**config.mk**
```make
export PLATFORM = sky130hd
export DESIGN_NAME = stuff_tx_flat
export DESIGN_NICKNAME = d
export VERILOG_FILES = /design/src/rtl/stuff_tx_if.sv /design/src/rtl/stuff_tx.sv /design/src/flat_wrapper.sv
export SDC_FILE = /design/constraint.sdc
export NUM_CORES = 1
export LEC_CHECK = 0
export CAP_MARGIN = 25
export CORE_ASPECT_RATIO = 1.1
export CORE_UTILIZATION = 50
export DETAILED_ROUTE_END_ITERATION = 12
export HOLD_SLACK_MARGIN = 0.15
export PLACE_DENSITY = 0.79
export SLEW_MARGIN = 10
export SYNTH_ARGS = -nofsm -noshare
export SYNTH_HDL_FRONTEND = slang
export SYNTH_SLANG_ARGS = --single-unit
```
**constraint.sdc**
```tcl
create_clock -name bus_KEY -period 2.55 [get_ports bus_KEY]
set_input_delay 0.3825 -clock bus_KEY [delete_from_list [all_inputs] [get_ports bus_KEY]]
set_output_delay 0.3825 -clock bus_KEY [all_outputs]
set_load 0.01 [all_outputs]
```
**src/rtl/stuff_tx_if.sv**
```systemverilog
// Board-level bus of the bit-stuffing transmitter: push-buttons and switches in,
// green/red LEDs out.
interface stuff_tx_if;
  logic [1:0] KEY;   // [0] clock, [1] start (active low)
  logic [9:0] SW;    // [0] rst_n, [1] stuff_en, [9:2] data word
  logic [2:0] LEDG;  // [0] serial bit, [1] busy, [2] done
  logic [3:0] LEDR;  // stuff bits inserted

  modport master (output KEY, output SW, input LEDG, input LEDR);
  modport slave  (input KEY, input SW, output LEDG, output LEDR);
endinterface

```
**src/rtl/stuff_tx.sv**
```systemverilog
// Serial transmitter for an 8-bit word, MSB first, inserting an inverted stuff
// bit after every RUN_LEN identical consecutive bits when stuffing is enabled.
module stuff_tx #(
  parameter int RUN_LEN = 3  // legal range 2..7
) (
  stuff_tx_if.slave bus
);
  typedef enum logic [1:0] {IDLE = 2'd0, SEND = 2'd1, DONE = 2'd2} state_t;

  localparam logic [2:0] RUN_LIM = 3'(RUN_LEN);

  logic       clk, rst_n, start_n, sw_en;
  logic [7:0] sw_d;

  assign clk     = bus.KEY[0];
  assign start_n = bus.KEY[1];
  assign rst_n   = bus.SW[0];
  assign sw_en   = bus.SW[1];
  assign sw_d    = bus.SW[9:2];

  state_t     state_q;
  logic [7:0] data_q;
  logic [3:0] cnt_q;
  logic [2:0] run_q;
  logic       en_q, w_q, busy_q, done_q;
  logic [3:0] nstuff_q;

  logic       bit_d, stuff_d;
  logic [2:0] run_d;

  // run saturates at 7 so long unstuffed runs cannot wrap back to a small count
  always_comb begin
    bit_d   = data_q[3'(4'd7 - cnt_q)];
    stuff_d = en_q && (run_q == RUN_LIM);
    run_d   = 3'd1;
    if (bit_d == w_q) run_d = (run_q == 3'd7) ? run_q : run_q + 3'd1;
  end

  always_ff @(posedge clk or negedge rst_n) begin
    if (!rst_n) begin
      state_q  <= IDLE;
      data_q   <= '0;
      cnt_q    <= '0;
      run_q    <= '0;
      en_q     <= 1'b0;
      w_q      <= 1'b0;
      busy_q   <= 1'b0;
      done_q   <= 1'b0;
      nstuff_q <= '0;
    end else begin
      case (state_q)
        IDLE: begin
          w_q    <= 1'b0;
          busy_q <= 1'b0;
          done_q <= 1'b0;
          if (!start_n) begin
            data_q   <= sw_d;
            en_q     <= sw_en;
            w_q      <= sw_d[7];
            cnt_q    <= 4'd1;
            run_q    <= 3'd1;
            busy_q   <= 1'b1;
            nstuff_q <= '0;
            state_q  <= SEND;
          end
        end
        SEND: begin
          // stuffing outranks the end-of-frame test so a run closed by bit 8 is still broken
          if (stuff_d) begin
            w_q   <= ~w_q;
            run_q <= 3'd1;
            if (nstuff_q != 4'hF) nstuff_q <= nstuff_q + 4'd1;
          end else if (cnt_q == 4'd8) begin
            w_q     <= 1'b0;
            busy_q  <= 1'b0;
            done_q  <= 1'b1;
            state_q <= DONE;
          end else begin
            w_q   <= bit_d;
            run_q <= run_d;
            cnt_q <= cnt_q + 4'd1;
          end
        end
        DONE: begin
          done_q  <= 1'b0;
          state_q <= IDLE;
        end
        default: state_q <= IDLE;
      endcase
    end
  end

  assign bus.LEDG = {done_q, busy_q, w_q};
  assign bus.LEDR = nstuff_q;
endmodule

```
**src/flat_wrapper.sv**
```systemverilog
// flat-port wrapper written by rule: the top's interface ports become plain ports
module stuff_tx_flat 
#(
  parameter int RUN_LEN = 3                     
)
  (bus_KEY, bus_SW, bus_LEDG, bus_LEDR);
  stuff_tx_if bus_i ();
  input wire logic [$bits(bus_i.KEY)-1:0] bus_KEY;
  input wire logic [$bits(bus_i.SW)-1:0] bus_SW;
  output wire logic [$bits(bus_i.LEDG)-1:0] bus_LEDG;
  output wire logic [$bits(bus_i.LEDR)-1:0] bus_LEDR;
  assign bus_i.KEY = bus_KEY;
  assign bus_i.SW = bus_SW;
  assign bus_LEDG = bus_i.LEDG;
  assign bus_LEDR = bus_i.LEDR;
  stuff_tx #(.RUN_LEN(RUN_LEN)) u_core (.bus(bus_i));
endmodule
```
-- After elaboration in Yosys (flattened, before gate mapping)
Cells that the tools add are included.
- add/sub/neg operators: 4
- order comparisons: 1
- equality and inequality tests: 15
- mux-type cells: 31
- bitwise operators: 2
- reductions and logical operators: 12
- operators by type and width (kind ; count):
    4-bit 2-to-1 mux ; 6
    4-bit case mux with 2 select lines ; 2
    3-bit 2-to-1 mux ; 5
    4-bit AND reduction ; 3
    1-bit 2-to-1 mux ; 9
    3-bit AND reduction ; 3
    4-bit by 1-bit adder with 4-bit output (second input constant) ; 2
    2-bit 2-to-1 mux ; 3
    2-bit by 1-bit inequality test with 1-bit output (second input constant) ; 3
    2-bit inequality test (second input constant) ; 3
    1-bit case mux with 2 select lines ; 3
    3-bit case mux with 2 select lines ; 1
    4-bit == test (second input constant) ; 1
    3-bit by 4-bit less-than comparator with 1-bit output (second input constant) ; 1
    4-bit by 3-bit inequality test with 1-bit output (second input constant) ; 1
    4-bit inequality test (second input constant) ; 1
    2-bit case mux with 2 select lines ; 1
    2-bit nonzero test ; 2
    3-bit by 1-bit adder with 3-bit output (second input constant) ; 1
    1-bit binary-select mux with 3-bit select ; 1
    3-bit by 2-bit == test with 1-bit output (second input constant) ; 1
    3-bit == test (second input constant) ; 1
    3-bit by 2-bit inequality test with 1-bit output (second input constant) ; 1
    3-bit subtractor (first input constant) ; 1
    8 further kinds ; 9
- bits in registers: 25
- bits of input ports: 12
- output and inout port bits: 7
- logic and storage cells: 74

-- Logic depth before layout (Yosys ltp)
- depth after elaboration: 8
- mapped depth: 8
- mapped depth without buffers: 8

-- Least setup slack after synthesis
OpenSTA, ideal clock, no wires.
- kind: flip-flop to flip-flop
- start: register u_core.cnt_q[0]
- end: register u_core.run_q[0]
- data arrival time: 1719 ps
- path slack: 713 ps
- cell stages (with the launch flop): 6
- period minus slack after synthesis: 1837 ps
- cell sequence: dfrtp_1 > mux4_1 > mux2i_2 > xor2_1 > nand4b_1 > a21o_1
- word-level cells in the longest chain between the ends: 8
- elaborated cells between the ends (all ways): 12
- those cells by class: add/sub: 1; eq/ne: 4; mux: 6; reduce/logical: 1
- RTL lines (item ; RTL line ; text):
    from (decl) ; stuff_tx.sv:23 ; logic [3:0] cnt_q;
    from (signal assigned) ; stuff_tx.sv:81 ; cnt_q <= cnt_q + 4'd1;
    3-bit subtractor ; stuff_tx.sv:33 ; bit_d = data_q[3'(4'd7 - cnt_q)];
    1-bit binary-select mux with 3-bit select ; stuff_tx.sv:33 ;
    1-bit 2-to-1 mux (implied by the code) ; stuff_tx.sv:33 ;
    1-bit == test ; stuff_tx.sv:36 ; if (bit_d == w_q) run_d = (run_q == 3'd7) ? run_q : run_q + 3'd1;
    3-bit 2-to-1 mux ; stuff_tx.sv:36 ;
    3-bit 2-to-1 mux ; stuff_tx.sv:73 ; end else if (cnt_q == 4'd8) begin
    3-bit 2-to-1 mux ; stuff_tx.sv:69 ; if (stuff_d) begin
    3-bit case mux with 2 select lines ; stuff_tx.sv:51 ; case (state_q)
    to (signal assigned) ; stuff_tx.sv:80 ; run_q <= run_d;
    to (decl) ; stuff_tx.sv:24 ; logic [2:0] run_q;
Parallel ways exist; a longest one is shown, timed or not. The select of a mux whose other input is x is not followed.
A chain may end at the register's enable or synchronous reset.

==> results summary <==
The run finished with clean final reports. The Yosys step of the flow raised 0 warnings. The total core area came out at 2300 µm².

The number of antenna repair diodes is 0. The relative slew slack is 71.3%. The max-capacitance violation count came out at 0.

The aggregate negative setup slack is 0 ps. The post-route netlist has 24.5% of its cells at a drive strength greater than 1. The synthesized netlist occupies a cell area of 1250 µm². The count of final hold-check violations is 0. The wire length after detailed routing is 3170 µm. In this run the static leakage power is 0.798 nW.

Setup violations remaining at the end of the flow were counted as 0. The global-route congestion overflow total came out at 0. Once the clock tree was built, the setup fixing pass inserted 0 buffers. STA classifies the critical path endpoint as a flip-flop. The net count after synthesis is 121.

The actual transition at the worst max-transition pin came out at 430 ps. The clock transition at the registers of the reported paths is 150 ps. The initial standard-cell utilization of the core came out at 54.5%.

TritonCTS built the clock tree. The die is 54.5 µm tall. The average detailed-routed wire length per instance is 17.5 µm.

The portion of synthesized cell area occupied by the leading cell type came out at 50.0%. Ranked by total cell area, the synthesized netlist is headed by sky130_fd_sc_hd__dfrtp_1 50%, sky130_fd_sc_hd__ha_1 6.0%, sky130_fd_sc_hd__mux2_2 4.5%. At the placement stage, the worst setup path has a slack of -207 ps.

The routability congestion estimate came out at 0.728. The overall die area came out at 2710 µm². The signal on the critical path passes through nor3_2, buf_4, buf_4, o22a_1, clkbuf_4, clkbuf_4, nand4_1, xor2_1, nor2_1.

The initial antenna violation count came out at 0. The floorplan has 18 rows. The critical path's largest stage delay came out at 220 ps. The post-synthesis average cell area came out at 12.2 µm².

Data on the critical path arrives at its endpoint at 2650 ps. Clock skew on the completed layout was measured at 26.8 ps. The count of state elements after synthesis came out at 25. The fraction of the core area covered by cells at the end of the flow is 72.8%.

The smallest setup slack after layout came out at 183 ps. Setup repair after global routing left no endpoint under its margin. The part of the Yosys area used for sequential elements is 50.0%. The synthesized design contains 0 enable-type register cells. Once detail routing completed, the nets flagged for antenna violations numbered 0.

The path class of the tightest hold or removal check is clock port to flip-flop. The slowest stage of the critical path belongs to the cell sky130_fd_sc_hd__buf_4. The critical path is of the clock port to flip-flop type. Buffers inserted to repair hold after CTS numbered 0. The total number of vias came out at 1091. The global-route wire length before repair is 5570 µm. The register cell area after layout is 626 µm². Sorting the synthesized cells by how often they occur yields 25 x sky130_fd_sc_hd__dfrtp_1, 9 x sky130_fd_sc_hd__nor2_1, 6 x sky130_fd_sc_hd__ha_1, 6 x sky130_fd_sc_hd__inv_1. The detailed router's first-iteration violation count is 90. In the final layout, the multi-input gates occupy 578 µm². The worst-case vdd ir drop came out at 0.818 mV. The final max-slew violation count came out at 0.

The insertion delay to the later sink of the worst-skew pair is 330 ps. In this run the tool buffered the top-level ports with 17 buffer cells. The via count of the first global-routing pass is 1464. The via-per-instance ratio came out at 6.03.

In this run the worst path has a maximum fanout of 11. The synthesis-to-finish area growth is 33.5%. Synthesis produced 103 cells. In the synthesized netlist the dominant register cell turns out to be sky130_fd_sc_hd__dfrtp_1.

The required arrival time at the worst endpoint came out at 2830 ps. STA classifies the critical path startpoint as a clock port. Global routing consumed, over all layers together, 31.1% of the routing resources.

Among all cell types in the netlist, the one instantiated most often is sky130_fd_sc_hd__dfrtp_1. The first-pass detailed-route iteration total came out at 9. The final net count is 165.

Detailed placement finished with a half-perimeter wire length of 1610 µm. The unique cell type count in the Yosys netlist is 35. After detailed routing, the number of remaining DRC violations is 0.

The proportion of register bits with asynchronous set or reset after synthesis came out at 100%. Fill cells in the final layout number 172. The number of top-level pins is 19. The largest net degree at the start of global routing came out at 26.

The die extent in x came out at 49.7 µm. Power spread over the standard cell area amounts to 1340 nW/µm². Of all cell types, the one taking the most synthesized area is sky130_fd_sc_hd__dfrtp_1.
## cells by family after synthesis
logic type                 synth area share [%]
and+or+nand+nor                            11.1
DFF                                        50.0
AOI/OAI and AO/OA                          9.79
muxes                                      15.8
buffers and inverters                      3.90
adders and majority gates                  5.99
xor gates and xnor gates                   3.50
## layout by cell type (no fill, tap or decap), types with 3 or more instances in the layout
cell type                         instances
sky130_fd_sc_hd__a21o_1                   4
sky130_fd_sc_hd__buf_4                    3
sky130_fd_sc_hd__clkbuf_1                 5
sky130_fd_sc_hd__clkbuf_4                25
sky130_fd_sc_hd__clkdlybuf4s50_1         17
sky130_fd_sc_hd__dfrtp_1                 25
sky130_fd_sc_hd__ha_1                     6
sky130_fd_sc_hd__inv_1                    7
sky130_fd_sc_hd__mux2_1                   4
sky130_fd_sc_hd__mux2_2                   5
sky130_fd_sc_hd__mux2i_1                  3
sky130_fd_sc_hd__nand2_1                  5
sky130_fd_sc_hd__nor2_1                   9
sky130_fd_sc_hd__xor2_1                   5
## final timing paths
| check | startpoint | endpoint | slack (ps) | cells after the start |
|---|---|---|---|---|
| min | bus_KEY[1] | u_core.busy_q | 30 | 3 |
| max in group asynchronous | bus_SW[0] | u_core.data_q[5] | 1890 | 2 |
| max reg2reg | u_core.run_q[0] | u_core.run_q[2] | 250 | 11 |
| max | bus_KEY[1] | u_core.bus.LEDR[3] | 180 | 9 |
| min in group asynchronous | bus_SW[0] | u_core.bus.LEDR[3] | 390 | 2 |
| min reg2reg | u_core.data_q[4] | u_core.data_q[4] | 500 | 1 |
## state kept, by name, indices dropped and copies added (netlist names)
| register | cells |
|---|---|
| u_core.w_q | 1 |
| u_core.state_q | 2 |
| u_core.en_q | 1 |
| u_core.cnt_q | 4 |
| u_core.data_q | 8 |
| u_core.done_q | 1 |
| u_core.busy_q | 1 |
| u_core.bus.LEDR | 4 |
| u_core.run_q | 3 |
## worst max-delay path, delay by kind of cell
family / cells / cell delay, ps
xor+xnor: 1 / 170
compound gates: 1 / 170
simple gates: 3 / 330
buf+inv: 4 / 690
## where the power goes
group | total (W) | leakage, nW | switching [W] | internal, W
sequential | 0.000743 | 0.309 | 0.000164 | 0.000579
clock | 0.00106 | 0.274 | 0.000471 | 0.000591
combinational | 0.000440 | 0.215 | 0.000220 | 0.000220
## cell type report
cell class / instances / share of cell area [%]
flip-flops and latches: 25 / 37.4
multi-input cells: 68 / 34.6
clock buffers: 32 / 13.2
repair buffers: 18 / 10.6
well taps: 30 / 2.25
inverters: 5 / 1.12
clock inverters: 3 / 0.749
## through the flow
| step | instance area (µm²) | cells | power, W | hold WS [ps] |
|---|---|---|---|---|
| after CTS | 1670 | 181 | 0.00227 | 78.4 |
| final | 1670 | 181 | 0.00224 | 29.4 |
| after global placement | 1440 | 147 | 0.00152 | 257 |
| after detailed placement | 1440 | 147 | 0.00155 | 257 |
| after global routing | 1670 | 181 | 0.00243 | 62.8 |
| after floorplan | 1250 | 103 | 0.00139 | 86.9 |
## layer usage
| layer | GRT usage [%] | part of all wire [%] | wire length, µm |
|---|---|---|---|
| met1 | 25.2 | 35 | 1120 |
| met2 | 30.9 | 46 | 1450 |
| met3 | 33.9 | 12 | 383 |
| met4 | 48.6 | 6.8 | 214 |
| met5 | 4.17 | 0 | 0 |
## repair_timing
item	CTS	global route
setup endpoints to repair	2	1
gates cloned	0	0
gates resized for setup	0	2
Note: power is estimated with default switching activity, not from simulation.
